$ cat config.mk
export PLATFORM = sky130hd
export DESIGN_NAME = bin2bcd_conv_flat
export DESIGN_NICKNAME = d
export VERILOG_FILES = /design/src/rtl/bin2bcd_pkg.sv /design/src/rtl/bin2bcd_conv_if.sv /design/src/rtl/bcd_dabble_step.sv /design/src/rtl/bin2bcd_conv.sv /design/src/flat_wrapper.sv
export SDC_FILE = /design/constraint.sdc
export NUM_CORES = 1
export LEC_CHECK = 0
export CORE_MARGIN = 2
export CORE_UTILIZATION = 56
export CTS_CLUSTER_DIAMETER = 50
export DETAILED_ROUTE_END_ITERATION = 8
export PLACE_DENSITY = 0.83
export RECOVER_POWER = 50
export SYNTH_ARGS = -nofsm -noshare
export SYNTH_HDL_FRONTEND = slang
export SYNTH_SLANG_ARGS = --single-unit
$ cat constraint.sdc
create_clock -name Clk -period 2.5 [get_ports Clk]
set_input_delay 0.375 -clock Clk [delete_from_list [all_inputs] [get_ports Clk]]
set_output_delay 0.375 -clock Clk [all_outputs]
set_load 0.01 [all_outputs]
$ cat src/rtl/bin2bcd_pkg.sv
// Shared types and helpers for the parametrised binary-to-BCD converter.
// Holds the one-hot FSM encoding, the BCD digit width and significant-digit counting.
package bin2bcd_pkg;

    localparam int unsigned BCD_DIG_W  = 4;
    localparam int unsigned MAX_DIGITS = 32;
    localparam int unsigned MAX_BCD_W  = MAX_DIGITS * BCD_DIG_W;

    typedef enum logic [2:0] {
        StIdle  = 3'b001,
        StShift = 3'b010,
        StWait  = 3'b100
    } state_e;

    function automatic int unsigned clog2(input int unsigned val);
        int unsigned res;
        int unsigned v;
        res = 0;
        v   = (val > 0) ? val - 1 : 0;
        while (v > 0) begin
            res++;
            v = v >> 1;
        end
        return res;
    endfunction

    // Index of the highest nonzero digit plus one; an all-zero value still counts as one digit.
    function automatic int unsigned bcd_ndig(input logic [MAX_BCD_W-1:0] bcd,
                                             input int unsigned digits);
        int unsigned n;
        n = 1;
        for (int unsigned i = 0; i < MAX_DIGITS; i++) begin
            if (i < digits && bcd[i*BCD_DIG_W +: BCD_DIG_W] != '0) begin
                n = i + 1;
            end
        end
        return n;
    endfunction

endpackage

$ cat src/rtl/bin2bcd_conv_if.sv
// Handshake bundle for bin2bcd_conv: input word channel and BCD result channel.
// master is the producer/consumer side, slave is the converter.
interface bin2bcd_conv_if #(
    parameter int unsigned BIN_W  = 32,
    parameter int unsigned DIGITS = 10
);
    import bin2bcd_pkg::*;

    localparam int unsigned NDIG_W = clog2(DIGITS + 1);

    logic                        in_vld;
    logic                        in_rdy;
    logic [BIN_W-1:0]            in_data;
    logic                        in_signed;
    logic                        out_vld;
    logic                        out_rdy;
    logic [DIGITS*BCD_DIG_W-1:0] out_bcd;
    logic                        out_neg;
    logic                        out_ovf;
    logic [NDIG_W-1:0]           out_ndig;
    logic                        busy;

    modport master (
        output in_vld, in_data, in_signed, out_rdy,
        input  in_rdy, out_vld, out_bcd, out_neg, out_ovf, out_ndig, busy
    );

    modport slave (
        input  in_vld, in_data, in_signed, out_rdy,
        output in_rdy, out_vld, out_bcd, out_neg, out_ovf, out_ndig, busy
    );

endinterface

$ cat src/rtl/bcd_dabble_step.sv
// One combinational shift-and-add-3 step across DIGITS BCD digits.
// Digits above 4 get +3, then the whole accumulator shifts left taking shift_in at bit 0.
module bcd_dabble_step
    import bin2bcd_pkg::*;
#(
    parameter int unsigned DIGITS = 10
) (
    input  logic [DIGITS*BCD_DIG_W-1:0] bcd_in,
    input  logic                        shift_in,
    output logic [DIGITS*BCD_DIG_W-1:0] bcd_out,
    output logic                        carry_out
);

    logic [DIGITS*BCD_DIG_W-1:0] adj;

    always_comb begin
        adj = bcd_in;
        for (int unsigned i = 0; i < DIGITS; i++) begin
            if (bcd_in[i*BCD_DIG_W +: BCD_DIG_W] > 4'd4) begin
                adj[i*BCD_DIG_W +: BCD_DIG_W] = bcd_in[i*BCD_DIG_W +: BCD_DIG_W] + 4'd3;
            end
        end
    end

    assign {carry_out, bcd_out} = {adj, shift_in};

endmodule

$ cat src/rtl/bin2bcd_conv.sv
// Sequential binary-to-BCD converter with optional signed input, SPC steps per clock,
// valid/ready on both sides, overflow flag and significant-digit count.
module bin2bcd_conv
    import bin2bcd_pkg::*;
#(
    parameter int unsigned BIN_W     = 32,
    parameter int unsigned DIGITS    = 10,
    parameter int unsigned SIGNED_EN = 1,
    parameter int unsigned SPC       = 1
) (
    input logic           Clk,
    input logic           Rst_n,
    bin2bcd_conv_if.slave conv
);

    localparam int unsigned BCD_W    = DIGITS * BCD_DIG_W;
    localparam int unsigned STEPS    = BIN_W / SPC;
    localparam int unsigned CNT_W    = (clog2(STEPS) > 0) ? clog2(STEPS) : 1;
    localparam int unsigned NDIG_W   = clog2(DIGITS + 1);
    localparam logic [CNT_W-1:0] CNT_LAST = CNT_W'(STEPS - 1);

    if (BIN_W < 4) begin : g_err_bin_w
        $error("bin2bcd_conv: BIN_W must be at least 4");
    end
    if (SPC < 1 || SPC > BIN_W || (BIN_W % SPC) != 0) begin : g_err_spc
        $error("bin2bcd_conv: SPC must divide BIN_W");
    end
    if (DIGITS < 1 || DIGITS > MAX_DIGITS) begin : g_err_digits
        $error("bin2bcd_conv: DIGITS out of range");
    end

    state_e            state_q, state_d;
    logic [BIN_W-1:0]  mag_q;
    logic [BCD_W-1:0]  bcd_q;
    logic [CNT_W-1:0]  cnt_q;
    logic              neg_q;
    logic              ovf_q;
    logic              accept;
    logic              shifting;
    logic              load_out;
    logic              in_neg;

    logic              out_vld_q;
    logic [BCD_W-1:0]  out_bcd_q;
    logic              out_neg_q;
    logic              out_ovf_q;
    logic [NDIG_W-1:0] out_ndig_q;
    logic [MAX_BCD_W-1:0] bcd_pad;

    logic [BCD_W-1:0]  chain_bcd [SPC+1];
    logic [SPC-1:0]    chain_carry;

    // Step k consumes the k-th magnitude bit from the top within this clock.
    assign chain_bcd[0] = bcd_q;
    for (genvar k = 0; k < SPC; k++) begin : g_step
        bcd_dabble_step #(
            .DIGITS (DIGITS)
        ) u_step (
            .bcd_in    (chain_bcd[k]),
            .shift_in  (mag_q[BIN_W-1-k]),
            .bcd_out   (chain_bcd[k+1]),
            .carry_out (chain_carry[k])
        );
    end

    always_ff @(posedge Clk or negedge Rst_n) begin
        if (!Rst_n) begin
            state_q <= StIdle;
        end else begin
            state_q <= state_d;
        end
    end

    always_comb begin
        state_d = state_q;
        unique case (state_q)
            StIdle:  if (conv.in_vld) state_d = StShift;
            StShift: if (cnt_q == CNT_LAST) state_d = StWait;
            StWait:  if (!out_vld_q || conv.out_rdy) state_d = StIdle;
            default: state_d = StIdle;
        endcase
    end

    always_comb begin
        accept      = 1'b0;
        shifting    = 1'b0;
        load_out    = 1'b0;
        conv.in_rdy = 1'b0;
        conv.busy   = 1'b1;
        unique case (state_q)
            StIdle: begin
                accept      = conv.in_vld;
                conv.in_rdy = 1'b1;
                conv.busy   = 1'b0;
            end
            StShift: shifting = 1'b1;
            StWait:  load_out = !out_vld_q || conv.out_rdy;
            default: ;
        endcase
    end

    // A set sign bit implies a nonzero word, so zero can never come out negative.
    assign in_neg = conv.in_signed && (SIGNED_EN != 0) && conv.in_data[BIN_W-1];

    always_ff @(posedge Clk or negedge Rst_n) begin
        if (!Rst_n) begin
            mag_q <= '0;
            bcd_q <= '0;
            cnt_q <= '0;
            neg_q <= 1'b0;
            ovf_q <= 1'b0;
        end else if (accept) begin
            mag_q <= in_neg ? -conv.in_data : conv.in_data;
            bcd_q <= '0;
            cnt_q <= '0;
            neg_q <= in_neg;
            ovf_q <= 1'b0;
        end else if (shifting) begin
            mag_q <= mag_q << SPC;
            bcd_q <= chain_bcd[SPC];
            cnt_q <= cnt_q + 1'b1;
            ovf_q <= ovf_q | (|chain_carry);
        end
    end

    always_comb begin
        bcd_pad            = '0;
        bcd_pad[BCD_W-1:0] = bcd_q;
    end

    always_ff @(posedge Clk or negedge Rst_n) begin
        if (!Rst_n) begin
            out_vld_q  <= 1'b0;
            out_bcd_q  <= '0;
            out_neg_q  <= 1'b0;
            out_ovf_q  <= 1'b0;
            out_ndig_q <= '0;
        end else if (load_out) begin
            out_vld_q  <= 1'b1;
            out_bcd_q  <= bcd_q;
            out_neg_q  <= neg_q;
            out_ovf_q  <= ovf_q;
            out_ndig_q <= NDIG_W'(bcd_ndig(bcd_pad, DIGITS));
        end else if (out_vld_q && conv.out_rdy) begin
            out_vld_q <= 1'b0;
        end
    end

    assign conv.out_vld  = out_vld_q;
    assign conv.out_bcd  = out_bcd_q;
    assign conv.out_neg  = out_neg_q;
    assign conv.out_ovf  = out_ovf_q;
    assign conv.out_ndig = out_ndig_q;

endmodule
$ cat src/flat_wrapper.sv
// flat-port wrapper written by rule: the top's interface ports become plain ports
module bin2bcd_conv_flat import bin2bcd_pkg::*;
#(
    parameter int unsigned BIN_W     = 32,
    parameter int unsigned DIGITS    = 10,
    parameter int unsigned SIGNED_EN = 1,
    parameter int unsigned SPC       = 1
)
  (Clk, Rst_n, conv_in_vld, conv_in_data, conv_in_signed, conv_out_rdy, conv_in_rdy, conv_out_vld, conv_out_bcd, conv_out_neg, conv_out_ovf, conv_out_ndig, conv_busy);
  bin2bcd_conv_if #(.BIN_W(BIN_W), .DIGITS(DIGITS)) conv_i ();
  input logic Clk;
  input logic Rst_n;
  input wire logic [$bits(conv_i.in_vld)-1:0] conv_in_vld;
  input wire logic [$bits(conv_i.in_data)-1:0] conv_in_data;
  input wire logic [$bits(conv_i.in_signed)-1:0] conv_in_signed;
  input wire logic [$bits(conv_i.out_rdy)-1:0] conv_out_rdy;
  output wire logic [$bits(conv_i.in_rdy)-1:0] conv_in_rdy;
  output wire logic [$bits(conv_i.out_vld)-1:0] conv_out_vld;
  output wire logic [$bits(conv_i.out_bcd)-1:0] conv_out_bcd;
  output wire logic [$bits(conv_i.out_neg)-1:0] conv_out_neg;
  output wire logic [$bits(conv_i.out_ovf)-1:0] conv_out_ovf;
  output wire logic [$bits(conv_i.out_ndig)-1:0] conv_out_ndig;
  output wire logic [$bits(conv_i.busy)-1:0] conv_busy;
  assign conv_i.in_vld = conv_in_vld;
  assign conv_i.in_data = conv_in_data;
  assign conv_i.in_signed = conv_in_signed;
  assign conv_i.out_rdy = conv_out_rdy;
  assign conv_in_rdy = conv_i.in_rdy;
  assign conv_out_vld = conv_i.out_vld;
  assign conv_out_bcd = conv_i.out_bcd;
  assign conv_out_neg = conv_i.out_neg;
  assign conv_out_ovf = conv_i.out_ovf;
  assign conv_out_ndig = conv_i.out_ndig;
  assign conv_busy = conv_i.busy;
  bin2bcd_conv #(.BIN_W(BIN_W), .DIGITS(DIGITS), .SIGNED_EN(SIGNED_EN), .SPC(SPC)) u_core (.Clk(Clk), .Rst_n(Rst_n), .conv(conv_i));
endmodule
==> summary.md, run 1 <==
| Metric | Value |
|---|---|
| Final Hold Vio Count | 0 |
| Cell Pwr Density | ~790 nW/um^2 |
| Fillers | ~900 |
| Pre-antenna DRT Iters | 5 |
| Post-synth cell types | 50 |
| Port Buffers | between 80 and 90 |
| Count leader, synth | dfrtp_1 |
| Post-synthesis cell count | around 770 |
| Critical Path RT | 2120 ps |
| Crit path time final | between 2000 and 2500 ps |
| Die area | approximately 13,000 sq um |
| Initial core utilization | 57.6% |
| Max Clock Skew | 6.61 ps |
| GP Congestion | 0.930 |
| Share of layout cells above drive strength 1 | 12.5% |
| Row Count | 40 |
| Worst EP arrival | 1860 ps |
| Met3 GRT Util | under 10% |
| Synthesis-stage register bit count | around 130 |
| Vias per cell | 5.88 |
| RSZ-0062 raised after global routing | no |
| Warnings from Yosys | 0 |
| Nets | between 900 and 1,000 |
| GR peak layer | met2 |
| Async SR Flop Fraction | 100% |
| Slew Limit Fails | 0 |
| Clk_lat worst skew | roughly 420 ps |
| Clock sink total | around 130 |
| Leak | between 0.003 and 0.004 uW |
| Met1 Use GR | roughly a third |
| Num CTS Buffers | 17 |
| Post-route DRC | 0 |
| Tot GR Track Use | about 26% |
| Vias in the first global route | 5,810 |
| Io pins | between 80 and 90 |
| Initial antenna violation count | 0 |
| Sequential share of the synthesized area | 46.7% |
| Maximum clock rate | roughly 450 MHz |
| Dpl hpwl | around 11 mm |
| First-pass GRT wire length | 27.1 mm |
| Crit-path slowest cell | dfstp_2 |
| Layout area overhead | 25.9% |
| Final worst-path cycle share | 89.3% |
| Pin count of the biggest net entering global routing | 52 |
| Worst min-delay path category | flip-flop to flip-flop |
| Worst Path Max Fanout | 8 |
| Setup Crit Path Kind | flip-flop to output port |
| Fin worst setup slack | around 270 ps |
| Post-Route WL | 16.2 mm |
| Routed Antenna Nets | 0 |
| Drt wl/cell | between 15 and 20 um |
| Clk buf depth | 2 |
| Setup TNS Final | 0 ps |
| Top cell type's share of synthesized area | 46.3% |
| CTS H-tree depth | 4 |
| Die Ht | 115 um |
| Worst hold slack | roughly 480 ps |
| Syn avg cell area | 9.01 sq um |
| VDD IR max | roughly 0.55 mV |
| Most frequent cells after synthesis | dfrtp_1, nand2_1, o21ai_0 |
| CP Cell Sequence | nor3b_2, clkdlybuf4s50_1 |
| Pre-CTS WS | -32.3 ps |
| Status | finished, final reports clean |
| Die span in x | around 120 um |
| Worst-margin pin slew | 1100 ps |
| Synth area leader | dfrtp_1 |
| Slew headroom | 26.7% |
| ANT cells | 0 |
| CP Capture Type | output port |
| Worst-path clk slew | approximately 50 ps |
| Number of setup buffers added after CTS | 0 |
| Core area | roughly 12,000 sq um |
| Crit path buf inv count | 1 |
| Pwr Total | 6870 uW |
| Maxcap violations | 0 |
| Root Buffer | clkbuf_16 |
| Total gr overflow | 0 |
| Ranking of synthesized cells by area | dfrtp_1, o21ai_0, nand2_1 |
| Crit-path leading delay family | flip-flops |
| EDFF count, synth | 0 |
| Vias | around 6,000 |
| GR Util met2 | a little over two fifths |
| Setup violations, final | 0 |
| Max incr delay on CP | roughly 590 ps |
| Syn Nets | a little over 800 |
| Synthesized area | about 7000 sq um |
| CTS tree | done |
| CP startpoint kind | flip-flop |
| Synth Flop Type | dfrtp_1 |
| DR iter-0 viols | 500 |
| Fin util | approximately 73% |
-- per-layer routing --
layer	up-vias	wire, um
met5	-	0
met4	0	350
met3	36	910
met2	215	8090
met1	2899	6880
li1	2858	-
-- metrics by stage --
stage	area, sq um	std cells
5_1_grt	8710	1021
2_1_floorplan	6920	768
3_5_place_dp	8080	988
6_report	8710	1021
3_3_place_gp	8080	988
4_1_cts	8750	1021
-- final cells by class --
type                    count  area [sq um]  share of cell area (%)
flip-flops and latches    129          3230                    37.1
repair buffers            121          1120                    12.9
well taps                 147           184                    2.11
clock inverters            10           180                    2.07
inverters                  36           135                    1.55
clock buffers              22           474                    5.44
multi-input cells         556          3390                    38.9
-- worst paths after layout --
check	startpoint	to	cells after the start	slack [ps]
max reg2reg	u_core.bcd_q[4]	u_core.conv.out_ndig[1]	7	360
min in group asynchronous	Rst_n	u_core.conv.out_bcd[12]	2	690
min reg2reg	u_core.conv.out_ndig[1]	u_core.conv.out_ndig[1]	2	480
max in group asynchronous	Rst_n	u_core.mag_q[13]	3	510
max	u_core.state_q[0]	conv_in_rdy	2	270
min	u_core.conv.out_ndig[1]	u_core.conv.out_ndig[1]	2	480
-- logic make-up (layout without fill, tap and decap cells) --
family | Yosys count | count (layout) | synth area share (%)
simple gates | 270 | 270 | 19.2
compound gates | 199 | 199 | 16.5
flops | 129 | 129 | 46.7
buf+inv | 83 | 189 | 4.50
xor+xnor | 39 | 39 | 4.94
mux | 25 | 25 | 4.02
fa+ha+maj | 23 | 23 | 4.16
-- timing repair --
| item | CTS | global route |
|---|---|---|
| gates resized for setup | 0 | 1 |
| endpoints found under the hold margin | 43 | 0 |
| endpoints found under the setup margin | 0 | 1 |
| hold buffers | 1 | 0 |
-- worst reg2reg max path: cells and delay by family (launching register included) --
family          cells  cell delay [ps]
compound gates      3              600
fa+ha+maj           1              240
buf+inv             1              160
flops               1              380
simple gates        2              630
-- report_power, final --
part | total [uW] | internal (uW) | switching [uW]
sequential | 2620 | 2420 | 207
clock | 2720 | 1840 | 877
combinational | 1530 | 621 | 904
total | 6870 | 4880 | 1990
-- registers in the layout (all words and copies together), names as in the netlist --
name / flops
u_core.cnt_q: 5
u_core.conv.out_vld: 1
u_core.conv.out_ndig: 4
u_core.state_q: 3
u_core.conv.out_neg: 1
u_core.bcd_q: 40
u_core.mag_q: 32
u_core.conv.out_bcd: 40
u_core.ovf_q: 1
u_core.conv.out_ovf: 1
u_core.neg_q: 1
-- layout by cell type, fill, tap and decap left out, types with 3 or more instances in the layout --
master           Yosys  layout
nor3_1              15      15
or3b_2               3       3
nand4_1              3       3
clkinv_2             0       3
o41ai_1              5       5
mux2i_1              3       3
nand3_1             33      33
dfrtp_1            128     128
nand2b_1             7       7
o21ai_0             90      90
o31ai_1              8       8
or2_2                4       4
bufinv_16            0       5
a21o_1               5       5
nor2b_1              3       3
nand3b_1             4       4
a31oi_1              8       8
xnor2_1             16      16
and3_1              22      22
or4_1                3       3
nor2_1              46      45
nor4_1               5       5
clkbuf_16            0      17
inv_1               36      36
nand2_1            101     100
buf_4                0      29
xor2_1              23      23
or3_1                3       3
mux2_2              22      22
clkbuf_1            44       4
a21oi_1             65      65
a22o_1               5       5
ha_1                23      23
clkbuf_8             0       3
nor3b_1              7       6
clkdlybuf4s50_1      0      84
(Power assumes the default switching activity.)
==> run 2, diff against run 1 <==
--- a/config.mk
+++ b/config.mk
@@ -5,12 +5,14 @@
 export SDC_FILE = /design/constraint.sdc
 export NUM_CORES = 1
 export LEC_CHECK = 0
+export ABC_CLOCK_PERIOD_IN_PS = 2500
 export CORE_MARGIN = 2
-export CORE_UTILIZATION = 56
+export CORE_UTILIZATION = 50
 export CTS_CLUSTER_DIAMETER = 50
 export DETAILED_ROUTE_END_ITERATION = 8
-export PLACE_DENSITY = 0.83
+export PLACE_DENSITY = 0.76
 export RECOVER_POWER = 50
 export SYNTH_ARGS = -nofsm -noshare
 export SYNTH_HDL_FRONTEND = slang
 export SYNTH_SLANG_ARGS = --single-unit
+export TNS_END_PERCENT = 10
==> run 2 against run 1 <==
Highest routed layer unchanged. Routed wire length decreased by 1.9%. Largest cell class unchanged. Die area increased by 12%. Power decreased by 3.5%. Non-clock buffer count decreased by 7.
==> summary.md, run 2 (synthesized netlist as in run 1, its figures left out) <==
| Metric | Value |
|---|---|
| Comb power frac | a little under a quarter |
| Worst-path clk slew | 60 ps |
| Leading cell type in the layout, fill and taps excluded | dfrtp_1 |
| Dpl hpwl | between 10 and 15 mm |
| Routed Antenna Nets | 0 |
| Vias | 5,853 |
| Post-Route WL | between 15 and 20 mm |
| GP Congestion | ~0.96 |
| Share of layout cells above drive strength 1 | between 10% and 20% |
| GR peak layer | met2 |
| Worst min-delay path category | input pin to async pin |
| Die area | between 10,000 and 15,000 sq um |
| Initial antenna violation count | 0 |
| Worst hold slack | roughly 250 ps |
| Cell Pwr Density | 768 nW/um^2 |
| CTS hold repair buffers | 0 |
| Clock power share | between 30% and 40% |
| GR Util met2 | between 30 and 40% |
| Worst EP arrival | ~2000 ps |
| P_int | roughly 4600 uW |
| Most frequent cells in the layout | dfrtp_1, nand2_1, o21ai_0 |
| ANT cells | 0 |
| Post-route DRC | 0 |
| Clock sink total | roughly 130 |
| Met3 GRT Util | roughly 4.8% |
| CP Capture Type | output port |
| Setup violations, final | 0 |
| Sequential power share | between 30% and 40% |
| DR iter-0 viols | around 410 |
| VDD IR max | approximately 0.57 mV |
| Area taken by multi-input logic gates | 3380 sq um |
| Pre-CTS WS | -32.2 ps |
| Placed cells | roughly 1,000 |
| Total gr overflow | 0 |
| Sw Ratio | between 30% and 40% |
| Switch Pwr | 2030 uW |
| Layout area overhead | 24.8% |
| CTS H-tree depth | 4 |
| Final Hold Vio Count | 0 |
| Io pins | 86 |
| Met1 Use GR | about 28% |
| Setup TNS Final | 0 ps |
| First-pass GRT wire length | roughly 27 mm |
| Tot GR Track Use | between 20% and 30% |
| Nets | around 910 |
| Register area | ~3200 sq um |
| CTS tree | done |
| Pre-antenna DRT Iters | 5 |
| Critical Path RT | approximately 2100 ps |
| Maximum clock rate | roughly 420 MHz |
| Maxcap violations | 0 |
| Max Clock Skew | just over 7 ps |
| Setup Crit Path Kind | flip-flop to output port |
| Fin worst setup slack | approximately 110 ps |
| Worst-margin pin slew | 1320 ps |
| Pin count of the biggest net entering global routing | between 70 and 80 |
| Die Ht | roughly 120 um |
| Die span in x | approximately 120 um |
| Initial core utilization | slightly above 50% |
| Leak | 0.00383 uW |
| Final worst-path cycle share | between 90% and 100% |
| Worst Path Max Fanout | 8 |
| Port Buffers | 85 |
| Clk buf depth | 2 |
| RSZ-0062 raised after global routing | no |
| Fillers | between 1,000 and 1,500 |
| Non-Filler Instances | 1,043 |
| Slew headroom | between 10% and 20% |
| Vias in the first global route | between 5,000 and 6,000 |
| Post-CTS Resized | 0 |
| Core area | around 13,000 sq um |
| Vias per cell | 5.61 |
| Slew Limit Fails | 0 |
| Crit path time final | 2390 ps |
| Pwr Total | about 6600 uW |
| Drt wl/cell | about 15 um |
| Number of setup buffers added after CTS | 0 |
| Status | finished, final reports clean |
| Row Count | 42 |
| CP startpoint kind | flip-flop |
| Num CTS Buffers | 17 |
| Clk_lat worst skew | about 420 ps |
| Root Buffer | clkbuf_16 |
run 2: cell types whose count changed in the layout (fill, tap and decap cells not counted), moves of 2 or more:
cell,previous run,this run
clkbuf_2,2,5
clkbuf_8,3,0
clkinv_4,0,3
buf_4,29,21
bufinv_16,5,3
clkbuf_4,2,0
clkinvlp_4,2,4
run 2: path summary, 6_finish.rpt:
check	start	endpoint	slack (ps)	cells after the start
setup / recovery	u_core.state_q[0]	conv_in_rdy	110	2
hold / removal	Rst_n	u_core.conv.out_bcd[11]	250	1
setup reg to reg	u_core.state_q[0]	u_core.conv.out_bcd[34]	220	4
hold reg to reg	u_core.conv.out_bcd[16]	u_core.conv.out_bcd[16]	480	2
max in group asynchronous	Rst_n	u_core.bcd_q[24]	720	2
min in group Clk	u_core.conv.out_bcd[16]	u_core.conv.out_bcd[16]	480	2
run 2: cell type report:
type	instances	area share [%]
multi-input combinational	556	39.2
inverter	36	1.56
clock buffer	18	4.97
tap	176	2.55
clock inverter	14	1.93
timing repair buffer	114	12.4
sequential	129	37.4
run 2: power groups by stage:
stage	Sequential [uW]	Combinational (uW)	Clock, uW
after floorplan	2580	1060	0
after global placement	2620	1480	0
after detailed placement	2640	1540	0
after CTS	2610	1560	2520
after global routing	2660	1720	2620
final	2620	1530	2480
run 2: per-layer routing:
metal  up-vias  part of all wire, %
met3        23                  4.3
met2       156                   51
met1      2828                   43
li1       2846                    -
met4         0                  1.9
met5         -                    0
run 2: worst max-delay path: stages, from the launching register on:
cell and delay (ps):
dfstp_2 590, nor3b_1 380, clkdlybuf4s50_1 620
run 2: metrics by stage:
step | area [sq um] | util (%)
floorplan | 6920 | -
global placement | 8100 | 60.4
detailed placement | 8100 | 60.4
CTS | 8700 | 64.9
global route | 8640 | 64.4
finish | 8640 | 64.4
